==> config.mk <==
export PLATFORM = sky130hd
export DESIGN_NAME = mem_port_arbiter
export DESIGN_NICKNAME = d
export VERILOG_FILES = /design/src/rtl/mem_port_arbiter.sv
export SDC_FILE = /design/constraint.sdc
export NUM_CORES = 1
export LEC_CHECK = 0
export CAP_MARGIN = 20
export CORE_AREA = 4 4 286 288
export DETAILED_ROUTE_END_ITERATION = 16
export DIE_AREA = 0 0 290 292
export SLEW_MARGIN = 10
export SYNTH_ARGS = -nofsm -noshare
export SYNTH_HDL_FRONTEND = slang
export SYNTH_SLANG_ARGS = --single-unit
==> constraint.sdc <==
create_clock -name clk -period 2.1 [get_ports clk]
set_input_delay 0.42 -clock clk [delete_from_list [all_inputs] [get_ports clk]]
set_output_delay 0.42 -clock clk [all_outputs]
set_load 0.1 [all_outputs]
==> src/rtl/mem_port_arbiter.sv <==
// Purpose : shares one off-chip line-memory port between I-cache reads and D-cache reads/write-backs.
// Latency : 1 cycle grant + memory latency + 1 cycle response pulse.
// Backpres: requests are levels held until the ready pulse; a held request is only sampled in IDLE.
//
// Ports:
//   clk, rst_n                       clock, async active-low reset
//   icache_mem_read/addr             I-cache line read request
//   icache_mem_rdata/ready           I-cache returned line and one-cycle completion pulse
//   dcache_mem_read/write/addr/wdata D-cache line read or write-back request
//   dcache_mem_rdata/ready           D-cache returned line and one-cycle completion pulse
//   mem_read/write/addr/wdata        memory command, stable for the whole transaction
//   mem_rdata/ready                  memory response
module mem_port_arbiter #(
   parameter int ADDR_W = 28,
   parameter int LINE_W = 128
) (
   input  logic              clk,
   input  logic              rst_n,
   input  logic              icache_mem_read,
   input  logic [ADDR_W-1:0] icache_mem_addr,
   output logic [LINE_W-1:0] icache_mem_rdata,
   output logic              icache_mem_ready,
   input  logic              dcache_mem_read,
   input  logic              dcache_mem_write,
   input  logic [ADDR_W-1:0] dcache_mem_addr,
   input  logic [LINE_W-1:0] dcache_mem_wdata,
   output logic [LINE_W-1:0] dcache_mem_rdata,
   output logic              dcache_mem_ready,
   output logic              mem_read,
   output logic              mem_write,
   output logic [ADDR_W-1:0] mem_addr,
   output logic [LINE_W-1:0] mem_wdata,
   input  logic [LINE_W-1:0] mem_rdata,
   input  logic              mem_ready
);

   typedef enum logic [1:0] {
      IDLE    = 2'd0,
      GRANT_I = 2'd1,
      GRANT_D = 2'd2,
      RESP    = 2'd3
   } state_t;

   localparam logic SIDE_I = 1'b0;
   localparam logic SIDE_D = 1'b1;

   state_t            state;
   state_t            next_state;
   logic              last_grant;   // side granted most recently; also the side answered in RESP
   logic [ADDR_W-1:0] cmd_addr;
   logic [LINE_W-1:0] cmd_wdata;
   logic              cmd_write;
   logic [LINE_W-1:0] icache_line;
   logic [LINE_W-1:0] dcache_line;

   logic i_req;
   logic d_req;

   assign i_req = icache_mem_read;
   assign d_req = dcache_mem_read | dcache_mem_write;

   // State register
   always_ff @(posedge clk or negedge rst_n) begin
      if (!rst_n) begin
         state <= IDLE;
      end else begin
         state <= next_state;
      end
   end

   // Next-state logic: on a tie the side that was not served last wins
   always_comb begin
      next_state = state;
      case (state)
         IDLE: begin
            if (i_req && d_req) begin
               next_state = (last_grant == SIDE_D) ? GRANT_I : GRANT_D;
            end else if (i_req) begin
               next_state = GRANT_I;
            end else if (d_req) begin
               next_state = GRANT_D;
            end
         end
         GRANT_I, GRANT_D: begin
            if (mem_ready) begin
               next_state = RESP;
            end
         end
         RESP:    next_state = IDLE;
         default: next_state = IDLE;
      endcase
   end

   // Output decode: strobes depend only on registered state, never on requester inputs
   always_comb begin
      mem_read         = 1'b0;
      mem_write        = 1'b0;
      icache_mem_ready = 1'b0;
      dcache_mem_ready = 1'b0;
      case (state)
         GRANT_I: mem_read = 1'b1;
         GRANT_D: begin
            mem_read  = ~cmd_write;
            mem_write = cmd_write;
         end
         RESP: begin
            icache_mem_ready = (last_grant == SIDE_I);
            dcache_mem_ready = (last_grant == SIDE_D);
         end
         default: ;
      endcase
   end

   // Command latch on the grant edge and line capture on mem_ready
   always_ff @(posedge clk or negedge rst_n) begin
      if (!rst_n) begin
         last_grant  <= SIDE_I;
         cmd_addr    <= '0;
         cmd_wdata   <= '0;
         cmd_write   <= 1'b0;
         icache_line <= '0;
         dcache_line <= '0;
      end else begin
         if (state == IDLE && next_state == GRANT_I) begin
            last_grant <= SIDE_I;
            cmd_addr   <= icache_mem_addr;
            cmd_write  <= 1'b0;
         end else if (state == IDLE && next_state == GRANT_D) begin
            last_grant <= SIDE_D;
            cmd_addr   <= dcache_mem_addr;
            cmd_wdata  <= dcache_mem_wdata;
            // read and write together is a write-back
            cmd_write  <= dcache_mem_write;
         end

         if (state == GRANT_I && mem_ready) begin
            icache_line <= mem_rdata;
         end
         // a write-back leaves the D-cache line untouched
         if (state == GRANT_D && mem_ready && !cmd_write) begin
            dcache_line <= mem_rdata;
         end
      end
   end

   assign mem_addr         = cmd_addr;
   assign mem_wdata        = cmd_wdata;
   assign icache_mem_rdata = icache_line;
   assign dcache_mem_rdata = dcache_line;

endmodule

==> flow_summary.yaml <==
run_status:
  outcome: "finished, violations left"
  violations: "setup timing"
finish:
  utilization_pct: 33.7
  final_common_cell: "buf_4"
  syn_to_final_growth_pct: 60.6
  stdcell_count: 2877
  multiInputGateArea_um2: 5900
  regArea_um2: 10400
  final_cell_mix: "buf_4 (461), dfrtp_1 (416), clkdlybuf4s50_1 (316)"
  layout-drive-gt1-share_pct: 56.4
  final_nets: 2111
  fillers: 7749
  final_area_um2: 26600
timing:
  fin_crit_sh_pct: 103
  max_freq_ghz: 0.461
  relSlewSlack_pct: 67.8
  setup_ws_ns: -0.0697
  slew_violations: 0
  tightest_slew_ns: 0.484
  rsz0062_at_grt: "true"
  finalSetupViolations: 76
  skew_ns: 0.0161
  hold_violations: 0
  final.setup.tns_ns: -1.32
  layout_min_cycle_time_ns: 2.17
synthesis:
  synth_top_area_share_pct: 62.9
  syn_inst: 985
  async_reset_ff_share_pct: 100
  yosys_warnings: 0
  synthMuxAreaShare_pct: 28.4
  syn_avg_cell_area_um2: 16.8
  yosysTopAreaCell: "dfrtp_1"
  synth_area_um2: 16500
  synthTopCellsByArea: "dfrtp_1 (63%), mux2_2 (19%), mux2_4 (8.9%), o221a_2 (3.7%), or3_1 (1.1%)"
  yosys.area_share.simple_pct: 1.78
  synth-compound-area-share_pct: 4.39
  synth.distinct_cells: 32
  synth_xor_area_share_pct: 0
  synth_top_family_by_area: "multiplexers"
  ys_ff_latch: 416
  ys.flop_type: "dfrtp_1"
  yosysSeqAreaShare_pct: 62.9
  syn-num-nets: 1308
  synth_fa_ha_area_share_pct: 0.378
  synth_edf_count: 0
global_routing:
  grtUsageMet1_pct: 14.4
  global_route.peak_usage_layer: "met2"
  grt_max_degree: 73
  grt_use_met3_pct: 4.21
  grt.met2_usage_pct: 23.9
  grt_first_pass_wirelength_mm: 87.1
  grt_pass1_vias: 13108
  track_usage_pct: 13.2
  grt.overflow.total: 0
  antenna_found_initial: 4
critical_path:
  critPathKind: "reg -> out"
  crit_chain: "inv_2, buf_6, ha_4, nor2b_4, o21a_4, buf_12"
  required_ns: 1.68
  cp_max_fo: 4
  max_stage_delay_ns: 0.36
  slowest_stage: "dfrtp_1"
  cp.arrival_ns: 1.75
  start_kind: "flip-flop"
  endpoint_kind: "output port"
clock_network:
  cts_buffer_depth: 3
  h-tree-depth: 2
  clk_latency_ns: 0.58
  cts_buffers: 48
  cts_sinks: 416
  cts.clk_slew.worst_paths_ns: 0.06
  cts_tree: "done"
  cts_root_buf: "clkbuf_16"
placement:
  place_area_um2: 24700
  dp_hpwl_mm: 44.7
  dp.cells: 2776
  place_congestion: 0.798
  io_buffers: 733
floorplanning:
  dieWidth_um: 290
  die_h_um: 292
  die_area_um2: 84700
  pin_count: 734
  fp-row-count: 103
  coreArea_um2: 78900
  initial_utilization_pct: 21.0
drt:
  antenna_left: 0
  dr.first_iter.drc_count: 370
  wl_per_cell_um: 20.3
  num_vias: 11755
  wl_mm: 58.5
  drc_errors: 0
  via_per_inst: 4.09
  first_pass_iters: 4
run:
  maxCapViolations: 0
worst_hold_path:
  hp-class: "in -> async"
## logic make-up after synthesis
family	after synthesis
DFF	416
muxes	385
AOI/OAI and AO/OA	68
buffers and inverters	62
and+or+nand+nor	49
adders and majority gates	5
## worst max-delay path: cells and delay by family, from the launching register on
kind            cells  cell delay, ns
flops               1            0.36
buf+inv             3            0.34
fa+ha+maj           1            0.14
compound gates      1            0.20
simple gates        1            0.12
## through the flow
| step | hold WS, ns | setup WS [ns] |
|---|---|---|
| floorplan | 0.124 | 0.0149 |
| global placement | 0.397 | -0.441 |
| detailed placement | 0.400 | -0.411 |
| CTS | 0.372 | -0.172 |
| global route | 0.385 | -0.161 |
| finish | 0.375 | -0.0697 |
## per-layer routing
metal  part of all wire, %  wire length (um)  vias to the layer above
li1                      -                 -                     5225
met1                    37             21700                     5987
met2                    52             30600                      440
met3                   7.4              4300                      101
met4                   3.2              1870                        2
met5                 0.015                 9                        -
## cell type report
class / count / share of cell area, %
Clock buffer: 67 / 5.13
Inverter: 2 / 0.0282
Clock inverter: 18 / 0.965
Multi-Input combinational cell: 507 / 22.2
Timing Repair Buffer: 813 / 27.5
Tap cell: 1050 / 4.94
Sequential cell: 416 / 39.2
Antenna cell: 4 / 0.0377
## Yosys cell counts (all sizes together) (3+ instances only)
master / count
dfrtp: 416
mux2: 384
o221a: 56
buf: 34
or3: 28
clkbuf: 26
ha: 5
nand2: 5
nor2: 4
nor2b: 4
and2: 3
## timing repair
action / 4_1_cts / 5_1_grt
setup endpoints to repair: 150 / 160
pin swaps: 1 / 3
buffers inserted: 3 / 6
hold buffers: 1 / 0
gates resized for setup: 12 / 12
hold endpoints to repair: 28 / 0
cloned: 2 / 0
## sequential cells by signal (all words and copies together), names as in the netlist
register / count
cmd_write: 1
dcache_mem_rdata: 128
icache_mem_rdata: 128
last_grant: 1
mem_addr: 28
mem_wdata: 128
state: 2
## worst paths after layout
kind	cells past startpoint	to	start	slack, ns
max	6	mem_read	state[0]	-0.07
min	2	mem_wdata[32]	rst_n	0.38
max reg2reg	8	mem_wdata[36]	state[1]	-0.03
min reg2reg	1	dcache_mem_rdata[4]	dcache_mem_rdata[4]	0.50
max in group asynchronous	3	mem_wdata[116]	rst_n	0.83
min in group clk	2	mem_wdata[2]	dcache_mem_wdata[2]	0.45
Power is not shown: default switching activity piles up to over one toggle a cycle in this logic, so the estimate is an artifact.
